<file path="src/rtl/mdio_sta_gen2.sv">
// mdio_sta_gen2: MDIO station-management master driving Clause 22/45 frames on mdc/mdio
module mdio_sta_gen2 #(
  parameter int CLK_DIV = 4,
  parameter int PRE_LEN = 32
) (
  input  logic        clk,
  input  logic        rst,
  input  logic        start_stb,
  input  logic [1:0]  ST,
  input  logic [1:0]  OP,
  input  logic [4:0]  PHYADDR,
  input  logic [4:0]  REGADDR,
  input  logic [15:0] WR_DATA,
  input  logic        mdio_in,
  output logic        mdc,
  output logic        mdio_out,
  output logic        mdio_oe,
  output logic [15:0] RD_DATA,
  output logic        rd_valid,
  output logic        busy,
  output logic        done
);
  localparam int PW = $clog2(CLK_DIV);
  localparam logic [PW-1:0] PH_LAST = PW'(CLK_DIV - 1);
  localparam logic [PW-1:0] PH_RISE = PW'(CLK_DIV / 2 - 1);
  localparam logic [PW-1:0] PH_HIGH = PW'(CLK_DIV / 2);
  localparam logic [5:0] PRE_LAST = 6'(PRE_LEN - 1);
  typedef enum logic [2:0] {IDLE, PREAMBLE, SEND, RECV, DONE} state_t;
  state_t state, state_nx;
  logic [PW-1:0] ph;
  logic [5:0] bit_cnt;
  logic [31:0] frame;
  logic [15:0] shift;
  logic rd_type, active, bit_end;
  assign active = state == PREAMBLE || state == SEND || state == RECV;
  assign bit_end = ph == PH_LAST;
  // state register
  always_ff @(posedge clk) begin
    if (rst) state <= IDLE;
    else state <= state_nx;
  end
  // next state: advance only on the last clk cycle of a bit period
  always_comb begin
    state_nx = state;
    case (state)
      IDLE:     if (start_stb) state_nx = PRE_LEN > 0 ? PREAMBLE : SEND;
      PREAMBLE: if (bit_end && bit_cnt == PRE_LAST) state_nx = SEND;
      SEND:     if (bit_end && rd_type && bit_cnt == 6'd15) state_nx = RECV;
                else if (bit_end && bit_cnt == 6'd31) state_nx = DONE;
      RECV:     if (bit_end && bit_cnt == 6'd31) state_nx = DONE;
      default:  state_nx = IDLE;
    endcase
  end
  // phase/bit counters, latched frame fields and read shift register
  always_ff @(posedge clk) begin
    if (rst) begin
      ph      <= '0;
      bit_cnt <= '0;
      frame   <= '0;
      rd_type <= 1'b0;
      shift   <= '0;
      RD_DATA <= '0;
    end else begin
      if (state == IDLE && start_stb) begin
        frame   <= {ST, OP, PHYADDR, REGADDR, 2'b10, WR_DATA};
        rd_type <= OP[1];
      end
      ph <= (active && !bit_end) ? ph + 1'b1 : '0;
      bit_cnt <= !active ? '0 : !bit_end ? bit_cnt :
                 (state == PREAMBLE && state_nx == SEND) ? '0 : bit_cnt + 6'd1;
      if (state == RECV && ph == PH_RISE) shift <= {shift[14:0], mdio_in};
      if (state == RECV && state_nx == DONE) RD_DATA <= shift;
    end
  end
  // pad and status outputs; the frame bit index 31-bit_cnt is the bitwise inverse of bit_cnt[4:0]
  always_comb begin
    mdc      = active && ph >= PH_HIGH;
    mdio_oe  = state == PREAMBLE || (state == SEND && !(rd_type && bit_cnt >= 6'd14));
    mdio_out = state == PREAMBLE || (mdio_oe && state == SEND && frame[~bit_cnt[4:0]]);
    busy     = active;
    done     = state == DONE;
    rd_valid = state == DONE && rd_type;
  end
endmodule

</file>
<file path="config.mk">
export PLATFORM = sky130hd
export DESIGN_NAME = mdio_sta_gen2
export DESIGN_NICKNAME = d
export VERILOG_FILES = /design/src/rtl/mdio_sta_gen2.sv
export SDC_FILE = /design/constraint.sdc
export NUM_CORES = 1
export LEC_CHECK = 0
export ABC_AREA = 1
export BUFFER_PORTS_ARGS = -buffer_cell sky130_fd_sc_hd__buf_2
export CAP_MARGIN = 15
export CORE_MARGIN = 2
export CORE_UTILIZATION = 35
export CTS_CLUSTER_SIZE = 24
export DETAILED_ROUTE_END_ITERATION = 7
export GPL_TIMING_DRIVEN = 0
export PLACE_DENSITY = 0.58
export SETUP_SLACK_MARGIN = 0.5
export SYNTH_ARGS = -nofsm -noshare
export SYNTH_HDL_FRONTEND = slang
export SYNTH_SLANG_ARGS = --single-unit
</file>
<file path="constraint.sdc">
create_clock -name clk -period 2.9 [get_ports clk]
set_input_delay 0.145 -clock clk [delete_from_list [all_inputs] [get_ports clk]]
set_output_delay 0.145 -clock clk [all_outputs]
set_load 0.01 [all_outputs]
</file>
==> results of run 1 <==
==> area by class of cell <==
type                       instances  share of cell area, %
buffer                            26                  4.467
clock buffer                      10                  3.640
clock inverter                     6                  1.059
inverter                          18                  1.919
multi-input combinational        308                  38.88
sequential                        74                  39.18
tap                              108                  3.574
timing repair buffer              55                  7.280
==> per-stage QoR <==
stage | setup WS [ns] | std cells | hold slack, ns
3_5_place_dp | 1.059 | 589 | 0.4015
5_1_grt | 0.5138 | 605 | 0.02955
3_3_place_gp | 1.078 | 589 | 0.3942
6_report | 0.7486 | 605 | 0.04175
4_1_cts | 0.6639 | 605 | 0.02840
2_1_floorplan | 1.342 | 426 | 0.2888
==> sequential cells by signal (all words and copies together) (netlist names) <==
| register | count |
|---|---|
| frame | 31 |
| bit_cnt | 6 |
| ph | 2 |
| shift | 16 |
| RD_DATA | 16 |
| state | 3 |
==> power groups by stage <==
stage | registers [W] | clock network (W) | logic (W)
after floorplan | 0.00108 | 0 | 0.0000905
after global placement | 0.00109 | 0 | 0.000143
after detailed placement | 0.00109 | 0 | 0.000145
after CTS | 0.00106 | 0.000756 | 0.000145
after global routing | 0.00107 | 0.000790 | 0.000165
final | 0.00106 | 0.000725 | 0.000143
==> layout by cell type (no fill, tap or decap), drive strengths merged <==
master | netlist | final
nor2 | 16 | 16
nand3b | 1 | 1
clkbuf | 13 | 23
clkinv | 1 | 5
clkinvlp | 0 | 1
buf | 13 | 68
o21a | 1 | 1
a41oi | 1 | 1
o31ai | 1 | 1
inv | 17 | 18
a211oi | 1 | 1
nor3 | 5 | 5
xnor2 | 1 | 1
ha | 5 | 5
nand2 | 141 | 141
xor2 | 2 | 2
a21o | 1 | 1
and3 | 1 | 1
dfxtp | 74 | 74
nand3 | 60 | 60
nor4 | 2 | 2
a21oi | 67 | 67
o21ai | 2 | 2
==> cell usage after synthesis, types with 2 or more instances <==
library cell,number
a21oi_1,67
buf_2,6
buf_6,5
clkbuf_1,13
dfxtp_1,74
ha_1,5
inv_1,14
inv_2,2
nand2_1,138
nand2_4,2
nand3_1,59
nor2_1,15
nor3_1,4
o21ai_0,2
xor2_1,2
==> routing by layer <==
| layer | up-vias | track usage [%] |
|---|---|---|
| li1 | 1534 | - |
| met1 | 1364 | 22.50 |
| met2 | 65 | 24.74 |
| met3 | 7 | 4.357 |
| met4 | 0 | 4.110 |
| met5 | - | 0 |
==> worst max-delay path: stages, from the launching register on <==
cell and delay [ns]:
dfxtp_1 0.33, buf_6 0.14, inv_2 0.15, buf_4 0.21, ha_1 0.16, nor2_1 0.03, o21ai_0 0.17, nand2_1 0.07
nand3_1 0.07, nand2_1 0.08, nand2_1 0.08, inv_1 0.04, buf_2 0.13
==> cells by family after synthesis <==
| group | Yosys count | share of synthesized area [%] |
|---|---|---|
| AOI/OAI and AO/OA | 74 | 12.09 |
| xor gates and xnor gates | 3 | 0.8247 |
| adders and majority gates | 5 | 1.963 |
| buffers and inverters | 44 | 7.381 |
| DFF | 74 | 46.49 |
| and+or+nand+nor | 226 | 31.25 |
==> worst min path at each step <==
| stage | start | endpoint | depth (start not counted) |
|---|---|---|---|
| after CTS | WR_DATA[15] | frame[15]$_SDFFE_PP0P_ | 3 |
| after global routing | WR_DATA[10] | frame[10]$_SDFFE_PP0P_ | 3 |
| after floorplan | WR_DATA[0] | frame[0]$_SDFFE_PP0P_ | 2 |
| after global placement | WR_DATA[14] | frame[14]$_SDFFE_PP0P_ | 3 |
| final | WR_DATA[15] | frame[15]$_SDFFE_PP0P_ | 3 |
| after detailed placement | PHYADDR[0] | frame[23]$_SDFFE_PP0P_ | 3 |
==> repair_timing <==
action / 4_1_cts / 5_1_grt
endpoints found under the hold margin: 0 / 0
gates resized for setup: 0 / 3
endpoints found under the setup margin: 0 / 1
==> impl_results.md, run 1 <==
* Sw Share at 25.77%
* Clock power share at 37.6%
* H-tree levels at 3
* Area taken by multi-input logic gates at 1470 sq um
* Synth area leaders: dfxtp_1, nand2_1, a21oi_1
* Pwr per Cell Area at 510.4 nW/um^2
* Die Ht at 99.42 um
* Met2 wire length at 3373 um
* Slew Limit Fails at 0
* Post-synth EDFFs at 0
* Met3 routed WL at 407 um
* Number of global-route vias before repair at 2,743
* DR iter-0 viols at 114
* Routed WL at 7615 um
* CTS Buf Count at 9
* Post-synthesis cell area at 3187 sq um
* Worst VDD drop at 0.0002862 V
* Clock Tree Buf Depth at 2
* Die X at 99.42 um
* Root Driver: clkbuf_8
* Dominant synthesized flop cell: dfxtp_1
* Worst clock skew at 0.01235 ns
* Fin util at 43.15%
* Routed length on met1 at 3766 um
* Post-synth ARST share at 0%
* Register Area at 1481 sq um
* Worst Path Required at 2.76 ns
* Worst r2r src: ph[0]$_SDFF_PP0_
* Yosys top cell by area: dfxtp_1
* Final Cycle Share at 74.19%
* Syn Inst Count at 426
* DP Area at 3597 sq um
* Worst-Margin Slew at 0.5225 ns
* GRT Total Usage at 16.10%
* # IOs at 56
* # DRC at 0
* Share of layout cells above drive strength 1 at 19.11%
* CTS tree: built
* # nets final at 531
* Placer Congestion at 0.8655
* P_leak at 1.499 nW
* HPWL Detailed at 5484 um
* Initial Util at 36.36%
* Hold Buf Count CTS at 0
* Max Used Layer: met4
* Grt total ovfl at 0
* N_diodes at 0
* # clock sinks at 74
* Antenna viol nets, final at 0
* #FFs+latches synth at 74
* Reg2Reg Depth at 5
* Overall Power at 0.001930 W
* Area Overhead vs Synth at 18.65%
* Max Cap Violations at 0
* Worst Setup SP: bit_cnt[0]$_SDFFE_PP0N_
* Die area at 9884 sq um
* Setup Fix Bufs, Post-CTS at 0
* CP startpoint kind: flop
* Sequential Power Share at 55.0%
* CP endpoint: mdio_out
* Register area share after synthesis at 46.49%
* Port bufs at 55
* Top-area cell type share of the netlist area at 46.49%
* # rows at 34
* Clock slew at reported path FFs at 0.08 ns
* Post-Syn Nets at 465
* Reg2Reg Setup Slack at 1.23 ns
* Setup CP Type: flop to output port
* Antenna violations before repair at 0
* Post-synth cell types at 33
* Vias per cell at 4.909
* Combinational power share at 7.4%
* Hold/Removal Path Class: input port to flop
* Largest net degree at the start of global routing at 14
* Hold Vio Cnt, Final at 0
* Layout Cell Area excl Fill at 3781 sq um
* Slew headroom at 65.17%
* Drt wl/cell at 12.59 um
* First-pass GRT wire length at 12,820 um
* Crit path max fanout at 10
* Routed vias at 2,970
* Sw Pwr at 0.0004973 W
* Final setup viols at 0
* Status: completed
* Worst Path Arrival at 2.01 ns
* CP endpoint kind: output port
* RSZ-0062 raised after global routing: no
* Drt pass-1 iters at 4
* R2r endpoint: shift[9]$_SDFFE_PP0P_
* Ys Warns at 0
* Max Clock Freq at 464.8 MHz
* Minimum clock period at 2.151 ns
* Worst skew pair latency at 0.34 ns
* Syn avg cell area at 7.481 sq um
* Core area at 8763 sq um
* Fillers at 948
* Power Internal at 0.001433 W
* Setup TNS at 0 ns
Note: power is estimated with default switching activity, not from simulation.
==> run 2, diff against run 1 <==
==> constraint.sdc (replaced) <==
create_clock -name clk -period 2.2 [get_ports clk]
set_input_delay 0.11 -clock clk [delete_from_list [all_inputs] [get_ports clk]]
set_output_delay 0.11 -clock clk [all_outputs]
set_load 0.01 [all_outputs]
==> run 2 against run 1 <==
Cell count is 5.5% higher; clock-buffer cell count stayed put; flip-flop and latch count stayed put; utilization is 6.4 points higher; wire length is 8.7% higher; sequential share of layout area is 5.0 points lower; cell area is 15% higher; die area stayed put; first-iteration DRC count stayed put; critical path type unchanged.
==> impl_results.md, run 2 (synthesized netlist as in run 1, its figures left out) <==
* Drt pass-1 iters at 4 (unchanged)
* Antenna viol nets, final at 0 (unchanged)
* CP endpoint kind: output port
* # rows at 34 (unchanged)
* Die Ht at 99.42 um (unchanged)
* Most used cell, CP: nand3_2
* CTS Buf Count at 9 (unchanged)
* Final setup viols at 0 (unchanged)
* Hold/Removal Path Class: input port to flop
* Initial Util at 36.36% (unchanged)
* Largest net degree at the start of global routing at 14 (unchanged)
* Slew headroom at 63.22% (-1.9 points)
* Slowest Stage Delay on Critical Path at 0.34 ns (about the same)
* Setup CP Type: flop to output port
* Area Overhead vs Synth at 36.28%
* Register bank with the most flops: frame
* Final non-filler cell total at 638 (+5.5%)
* WHS at 0.005781 ns (-0.03597 ns)
* GRT Total Usage at 16.76% (+0.66 points)
* CP startpoint kind: flop
* Grt total ovfl at 0 (unchanged)
* Worst Path Arrival at 1.77 ns (-0.24 ns)
* Most common cell after layout, fill and taps aside: nand2_1
* Slew Limit Fails at 0 (unchanged)
* Die X at 99.42 um (unchanged)
* Clock slew at reported path FFs at 0.08 ns (about the same)
* Clock Tree Buf Depth at 2 (unchanged)
* Placer Congestion at 0.8655 (unchanged)
* # IOs at 56 (unchanged)
* Final Cycle Share at 85.64%
* Hold Vio Cnt, Final at 0 (unchanged)
* Max Clock Freq at 530.8 MHz
* Number of global-route vias before repair at 2,882 (+5.1%)
* Max Cap Violations at 0 (unchanged)
* # clock sinks at 74 (unchanged)
* Worst Setup SP: bit_cnt[0]$_SDFFE_PP0N_
* First-pass GRT wire length at 13,390 um (+4.4%)
* Fillers at 903 (-4.7%)
* H-tree levels at 3 (unchanged)
* Minimum clock period at 1.884 ns
* DP Area at 3597 sq um (unchanged)
* Routed vias at 3,154 (+6.2%)
* Port bufs at 55 (unchanged)
* Post-place setup slack at 0.3936 ns (-0.6650 ns)
* Share of layout cells above drive strength 1 at 29.25% (+10 points)
* Pwr per Cell Area at 597.5 nW/um^2 (+17%)
* Status: completed
* Hold Crit Start: REGADDR[1]
* RSZ-0062 raised after global routing: yes
* P_leak at 1.752 nW (+17%)
* Worst r2r src: bit_cnt[0]$_SDFFE_PP0N_
* # DRC at 0 (unchanged)
* Most frequent cells in the layout: nand2_1, dfxtp_1, a21oi_1
* N_diodes at 0 (unchanged)
* Setup TNS at 0 ns (unchanged)
* Setup ws final at 0.3160 ns (-0.4327 ns)
* WP buf/inv at 6 (+1)
* Routed WL at 8278 um (+8.7%)
* Vias per cell at 4.944 (+0.70%)
* Antenna violations before repair at 0 (unchanged)
* Worst VDD drop at 0.0003847 V (+34%)
* CTS tree: built
* Worst-Margin Slew at 0.5517 ns (+0.02916 ns)
* Critical Path, Cell by Cell: buf_6 > inv_8 > buf_8 > buf_12 > nand2_4 > nand3_2 > nand3_2 > nand3_2 > nand2_2 > nand3_2 > nand2_2 > inv_2 > buf_6
* Core area at 8763 sq um (unchanged)
* Slowest-stage cell, CP: dfxtp_2
* DR iter-0 viols at 114 (unchanged)
* CP top delay family: buffers and inverters
* Largest regs: frame (31), RD_DATA (16), shift (16)
* Die area at 9884 sq um (unchanged)
* Worst Path Required at 2.09 ns (-0.67 ns)
* Drt wl/cell at 12.97 um (+3.1%)
* Layout Cell Area excl Fill at 4343 sq um (+15%)
* # nets final at 564 (+6.2%)
* Largest register FFs at 31 (unchanged)
* Worst clock skew at 0.01427 ns (+0.001915 ns)
* Placed cells at 589 (unchanged)
* HPWL Detailed at 5484 um (unchanged)
* Crit path max fanout at 6 (-4)
* Root Driver: clkbuf_8
* Worst skew pair latency at 0.35 ns (about the same)
==> run 2: changes by cell type in the layout (fill, tap and decap cells not counted), sizes merged <==
| cell | before | now |
|---|---|---|
| buf | 68 | 85 |
| dlygate4sd3 | 0 | 16 |
| clkinv | 5 | 4 |
| inv | 18 | 19 |
==> run 2: layout make-up <==
cell class              instances  area [sq um]  share of cell area [%]
plain buffers                  26         191.4                   4.408
clock buffers                  10         137.6                   3.169
clock inverters                 6         40.04                  0.9219
inverters                      18         85.08                   1.959
multi-input cells             308          1650                   38.00
flip-flops and latches         74          1484                   34.17
well taps                     108         135.1                   3.112
repair buffers                 88         619.3                   14.26
==> run 2: what timing repair did <==
action	CTS	global route
setup buffers	7	9
hold buffers	16	0
gates resized for setup	27	41
endpoints found under the hold margin	16	0
setup endpoints to repair	2	43
cloned	0	1
pin swaps	10	21
==> run 2: power by group <==
part	leakage, nW	total (W)	internal, W	switching, W
clock	0.0924	0.000968	0.000440	0.000528
combinational	1.06	0.000225	0.0000971	0.000128
sequential	0.602	0.00140	0.00138	0.0000238
==> run 2: layer usage <==
metal	up-vias	wire length (um)	global-route usage, %
li1	1602	-	-
met1	1477	3987	23.20
met2	67	3822	25.83
met3	8	394	4.779
met4	0	74	4.320
met5	-	0	0
==> run 2: worst min-delay path, stage by stage <==
cell and delay (ns):
buf_2 0.09, nand2_1 0.06, a21oi_1 0.05
==> run 2: metrics by stage <==
stage | total power [W] | utilization, %
2_1_floorplan | 0.001544 | -
3_3_place_gp | 0.001619 | 41.05
3_5_place_dp | 0.001622 | 41.05
4_1_cts | 0.002614 | 46.72
5_1_grt | 0.002706 | 49.56
6_report | 0.002595 | 49.56
==> run 2: path summary, 6_finish.rpt <==
check / slack, ns / depth (start not counted) / to
hold / removal: 0.006 / 3 / frame[19]$_SDFFE_PP0P_
hold reg to reg: 0.46 / 2 / frame[17]$_SDFFE_PP0P_
setup / recovery: 0.32 / 13 / mdio_out
setup reg to reg: 0.55 / 11 / RD_DATA[12]$_SDFFE_PP0P_
